[src/rtl/mem_pkg.sv]
// Shared definitions for the MEM-stage load/store unit: funct3 access encodings
// and the transaction state enum.
package mem_pkg;

  localparam logic [2:0] F3_B  = 3'b000;
  localparam logic [2:0] F3_H  = 3'b001;
  localparam logic [2:0] F3_W  = 3'b010;
  localparam logic [2:0] F3_BU = 3'b100;
  localparam logic [2:0] F3_HU = 3'b101;

  typedef enum logic [1:0] {
    IDLE = 2'd0,
    BUSY = 2'd1,
    DONE = 2'd2
  } state_e;

endpackage

[src/rtl/lsu_align.sv]
// Combinational lane logic: alignment check, byte enables, store replication
// and load extraction with sign/zero extension.
module lsu_align
  import mem_pkg::*;
(
  input  logic [2:0]  i_funct3,
  input  logic [1:0]  i_off,
  input  logic        i_store,
  input  logic [31:0] i_wdata,
  input  logic [31:0] i_rdata,
  output logic        o_misalign,
  output logic [3:0]  o_be,
  output logic [31:0] o_wdata,
  output logic [31:0] o_rdata
);

  logic [31:0] w_shift;

  assign w_shift = i_rdata >> {i_off, 3'b000};

  always_comb begin
    o_misalign = 1'b0;
    o_be       = 4'b1111;
    o_wdata    = i_wdata;
    o_rdata    = w_shift;
    case (i_funct3)
      F3_B, F3_BU: begin
        if (i_store) begin
          o_be    = 4'b0001 << i_off;
          o_wdata = {4{i_wdata[7:0]}};
        end
        o_rdata = (i_funct3 == F3_B) ? {{24{w_shift[7]}}, w_shift[7:0]}
                                     : {24'b0, w_shift[7:0]};
      end
      F3_H, F3_HU: begin
        o_misalign = i_off[0];
        if (i_store) begin
          o_be    = 4'b0011 << {i_off[1], 1'b0};
          o_wdata = {2{i_wdata[15:0]}};
        end
        o_rdata = (i_funct3 == F3_H) ? {{16{w_shift[15]}}, w_shift[15:0]}
                                     : {16'b0, w_shift[15:0]};
      end
      // Word and any unused encoding behave as a full word access.
      default: begin
        o_misalign = |i_off;
      end
    endcase
  end

endmodule

[src/rtl/mem_access_unit.sv]
// RV32I MEM-stage load/store unit: issues one handshaked data-memory access per
// instruction, stalls the pipeline while it is outstanding and bounds the ack wait.
module mem_access_unit
  import mem_pkg::*;
#(
  parameter int unsigned ADDR_W   = 32,
  parameter int unsigned MAX_WAIT = 15
) (
  input  logic              clk,
  input  logic              rst_n,
  input  logic              valid_i,
  input  logic              mem_read,
  input  logic              mem_write,
  input  logic [2:0]        funct3,
  input  logic [31:0]       address,
  input  logic [31:0]       write_data,
  output logic              stall_o,
  output logic              done_o,
  output logic [31:0]       read_data,
  output logic              misalign_o,
  output logic              bus_err_o,
  output logic [ADDR_W-1:0] addr,
  output logic              mreq,
  output logic              write,
  output logic [3:0]        be,
  output logic [31:0]       wr_data,
  input  logic [31:0]       rd_data,
  input  logic              ack
);

  state_e             r_state, w_state_next;
  logic [7:0]         r_cnt;
  logic [ADDR_W-1:0]  r_addr;
  logic               r_write;
  logic [3:0]         r_be;
  logic [31:0]        r_wr_data;
  logic [2:0]         r_funct3;
  logic [1:0]         r_off;
  logic [31:0]        r_read_data;
  logic               r_misalign;
  logic               r_bus_err;

  logic               w_start;
  logic               w_timeout;
  logic               w_mis;
  logic [3:0]         w_be;
  logic [31:0]        w_wdata;
  logic [31:0]        w_ld_data;
  logic [31:0]        w_iss_rdata;
  logic               w_res_mis;
  logic [3:0]         w_res_be;
  logic [31:0]        w_res_wdata;
  logic               w_unused;

  assign w_start   = valid_i & (mem_read | mem_write);
  assign w_timeout = ~ack & (r_cnt == 8'(MAX_WAIT - 1));

  lsu_align u_issue (
    .i_funct3   (funct3),
    .i_off      (address[1:0]),
    .i_store    (mem_write),
    .i_wdata    (write_data),
    .i_rdata    (rd_data),
    .o_misalign (w_mis),
    .o_be       (w_be),
    .o_wdata    (w_wdata),
    .o_rdata    (w_iss_rdata)
  );

  lsu_align u_result (
    .i_funct3   (r_funct3),
    .i_off      (r_off),
    .i_store    (r_write),
    .i_wdata    (r_wr_data),
    .i_rdata    (rd_data),
    .o_misalign (w_res_mis),
    .o_be       (w_res_be),
    .o_wdata    (w_res_wdata),
    .o_rdata    (w_ld_data)
  );

  // Each instance only contributes half of its outputs.
  assign w_unused = ^{w_iss_rdata, w_res_mis, w_res_be, w_res_wdata};

  always_ff @(posedge clk or negedge rst_n) begin
    if (!rst_n) begin
      r_state <= IDLE;
    end else begin
      r_state <= w_state_next;
    end
  end

  always_comb begin
    w_state_next = r_state;
    unique case (r_state)
      IDLE: begin
        if (w_start) w_state_next = w_mis ? DONE : BUSY;
      end
      BUSY: begin
        if (ack || w_timeout) w_state_next = DONE;
      end
      DONE:    w_state_next = IDLE;
      default: w_state_next = IDLE;
    endcase
  end

  always_comb begin
    stall_o = ((r_state == IDLE) & w_start) | (r_state == BUSY);
    mreq    = (r_state == BUSY);
    done_o  = (r_state == DONE);
  end

  always_ff @(posedge clk or negedge rst_n) begin
    if (!rst_n) begin
      r_cnt       <= '0;
      r_addr      <= '0;
      r_write     <= 1'b0;
      r_be        <= '0;
      r_wr_data   <= '0;
      r_funct3    <= '0;
      r_off       <= '0;
      r_read_data <= '0;
      r_misalign  <= 1'b0;
      r_bus_err   <= 1'b0;
    end else begin
      unique case (r_state)
        IDLE: begin
          if (w_start) begin
            r_addr      <= {address[ADDR_W-1:2], 2'b00};
            r_write     <= mem_write;
            r_be        <= w_be;
            r_wr_data   <= w_wdata;
            r_funct3    <= funct3;
            r_off       <= address[1:0];
            r_read_data <= '0;
            r_misalign  <= w_mis;
            r_bus_err   <= 1'b0;
            r_cnt       <= '0;
          end
        end
        BUSY: begin
          if (ack) begin
            if (!r_write) r_read_data <= w_ld_data;
          end else begin
            r_cnt <= r_cnt + 8'd1;
            if (w_timeout) r_bus_err <= 1'b1;
          end
        end
        DONE: begin
          // Flags are single-cycle pulses alongside done_o.
          r_misalign <= 1'b0;
          r_bus_err  <= 1'b0;
        end
        default: ;
      endcase
    end
  end

  assign addr       = r_addr;
  assign write      = r_write;
  assign be         = r_be;
  assign wr_data    = r_wr_data;
  assign read_data  = r_read_data;
  assign misalign_o = r_misalign;
  assign bus_err_o  = r_bus_err;

endmodule

[config.mk]
export PLATFORM = sky130hd
export DESIGN_NAME = mem_access_unit
export DESIGN_NICKNAME = d
export VERILOG_FILES = /design/src/rtl/mem_pkg.sv /design/src/rtl/lsu_align.sv /design/src/rtl/mem_access_unit.sv
export SDC_FILE = /design/constraint.sdc
export NUM_CORES = 1
export LEC_CHECK = 0
export ABC_AREA = 1
export CAP_MARGIN = 25
export CORE_MARGIN = 2
export CORE_UTILIZATION = 45
export CTS_CLUSTER_SIZE = 20
export DETAILED_ROUTE_END_ITERATION = 10
export PLACE_DENSITY = 0.8
export SLEW_MARGIN = 20
export SYNTH_ARGS = -nofsm -noshare
export SYNTH_HDL_FRONTEND = slang
export SYNTH_SLANG_ARGS = --single-unit
[constraint.sdc]
create_clock -name clk -period 1.84 [get_ports clk]
set_clock_uncertainty 0.1 [all_clocks]
set_input_delay 0.368 -clock clk [delete_from_list [all_inputs] [get_ports clk]]
set_output_delay 0.368 -clock clk [all_outputs]
set_load 0.005 [all_outputs]
==> metrics.txt <==
status completed; antenna violations before repair 0; Synth Cell Area 5880 µm²; Finished Core Util a little under three quarters; Initial Util 46.4%; sequential-to-total area share from yosys stat 49.4%; Int Power between 8000 and 9000 µW; most frequent cells in the layout nand2_1, clkdlybuf4s50_1, dfrtp_1; Finished Layout Cells 1211; Clk Tree Root Cell clkbuf_16; Clock Sinks 116; cells on worst reg2reg path 9; Power Dens Cells 1490 nW/µm²; Mapped Cells 782; commonest non-fill, non-tap cell in the layout nand2_1; 1st-iter DRT viols 439; clock power share 24.3%; vias in the first global route around 6000; Switching Share 34.6%; # DRC 0; Setup CP Type register to output port; startpoint types register; Pre-antenna DRT Iters 5; area added between synthesis and finish 54.3%; sw power 4660 µW; register share of total power 31.8%; Die Width 118 µm; io pins around 210; # diodes 0; via count 6097; Synth Warn # 0; post-layout min period 1.80 ns; die height 118 µm; drt total wl 17900 µm; wire length per cell 14.8 µm; H-Tree Depth 4; CP Data Required Time 1.37 ns; Synth cell types 35; first-pass GRT wire length 29200 µm; core area around 13000 µm²; CP arrival approximately 1.3 ns; HP Class input pin to async pin; Skew-Pair Late Insertion Delay between 0.4 and 0.5 ns; Slew @ Worst Pin 0.496 ns; number of CTS-inserted buffers 17; combinational power share 43.8%; Achievable Freq 554 MHz; asr flop ratio synth 100%; Pleak between 0.004 and 0.005 µW; Max FO, Critical Path 3; final worst setup slack 0.0357 ns; RePlAce Congestion 0.902; Die ar. 14000 µm²; ys flop type dfrtp_1; fraction of layout cells with a size suffix above 1 11.8%; EDFF count, synth 0; Max Cap Violations 0; Slew Limit Fails 0; GRT overflow 0; Rel. slew slack 66.8%; Placed Cells 1170; post-route cell area just over 9000 µm²; # rows 41; Tot GR Track Use 26.1%; nets@finish 1133; final worst path period share between 90% and 100%; post-DR vias/cell 5.03; Final Hold Fails 0; Worst Setup End Kind output port; CTS tree done; Final setup viols 0; CTS Buffer Depth 2; Avg Cell Area, Syn roughly 7.5 µm²; clock slew at reported path FFs ~0.050 ns; Port-buffer cells about 210; Placement Cell Area 8390 µm²; dpl ws -0.439 ns; Synth Register Bits approximately 120; setup TNS 0 ns; DRT antenna net count 0; largest net degree at the start of global routing 38; Max VDD drop 0.861 mV; HPWL after detailed placement 13000 µm
-- stage by stage --
stage | power [µW] | hold slack, ns
after floorplan | 6890 | -0.0276
after global placement | 10000 | 0.186
after detailed placement | 10100 | 0.189
after CTS | 13500 | 0.284
after global routing | 14300 | 0.325
final | 13500 | 0.300
-- critical path: stages (launching register included) --
cell and delay [ns]:
dfrtp_1 0.38, buf_4 0.13, buf_4 0.11, inv_2 0.04
nor2_4 0.13, clkbuf_2 0.13
-- routing by layer --
| metal | track usage (%) | share of wire, % | routed length (µm) |
|---|---|---|---|
| met3 | 8.30 | 8.5 | 1530 |
| met2 | 44.0 | 48 | 8660 |
| met5 | 0 | 0 | 0 |
| met1 | 30.8 | 40 | 7210 |
| met4 | 10.8 | 2.9 | 517 |
-- worst paths after layout --
check                           slack (ns)          end   startpoint
worst max-delay path                  0.04         mreq   r_state[0]
worst max register to register        0.12        be[0]   r_state[0]
worst min register to register        0.37  wr_data[23]  wr_data[23]
max in group asynchronous             0.70  wr_data[17]        rst_n
worst min-delay path                  0.30     r_cnt[4]        rst_n
min in group clk                      0.36        write    mem_write
-- power by group through the flow --
stage	combinational [µW]	sequential (µW)	clock [µW]
5_1_grt	6480	4420	3450
3_3_place_gp	5720	4280	0
6_report	5900	4290	3280
2_1_floorplan	2620	4270	0
4_1_cts	5880	4280	3330
3_5_place_dp	5840	4280	0
-- sequential cells by signal (all words and copies together), names as in the netlist, 2 cells and up --
name / cells
addr: 30
r_funct3: 3
r_cnt: 8
read_data: 32
be: 4
r_off: 2
wr_data: 32
r_state: 2
-- final cells by class --
class,instances,area [µm²]
clock buffers,20,467
multi-input cells,592,2590
inverters,34,136
repair buffers,265,2630
fillers,1017,3600
well taps,172,215
clock inverters,12,128
flip-flops and latches,116,2900
-- synthesized netlist by cell type (2+ instances only) --
master | instances | area share [%]
nand3_4 | 2 | 0.60
buf_6 | 8 | 1.5
a21oi_1 | 19 | 1.6
nor2_4 | 2 | 0.38
dfrtp_1 | 116 | 49
nor2_1 | 33 | 2.1
clkbuf_1 | 6 | 0.38
inv_1 | 26 | 1.7
nand3_1 | 51 | 4.3
nand2_1 | 383 | 24
buf_4 | 7 | 0.89
buf_1 | 2 | 0.13
inv_2 | 5 | 0.32
o21ai_1 | 23 | 2.0
o21ai_0 | 44 | 3.7
nand2_2 | 7 | 0.75
nand4_1 | 6 | 0.64
nand3_2 | 2 | 0.34
o21bai_1 | 2 | 0.26
nand2_4 | 2 | 0.38
o221ai_1 | 4 | 0.60
ha_1 | 2 | 0.43
buf_2 | 17 | 1.4
a31oi_1 | 2 | 0.21
-- cells by family after synthesis --
group                    Yosys count  synth area share, %
AO/OA/AOI/OAI                     95                 8.49
XOR/XNOR                           1                0.149
adder cells (fa/ha/maj)            2                0.426
buffers and inverters             75                 7.05
flip-flops                       116                 49.4
other                              1               0.0638
AND/OR/NAND/NOR                  492                 34.4
-- timing repair --
item	CTS	global route
cloned	0	0
pin swaps	0	4
setup endpoints to repair	5	3
setup buffers	2	6
hold endpoints to repair	19	0
resized for setup	6	14
hold buffers	1	0
No activity file was read; power rests on OpenSTA's default activity.
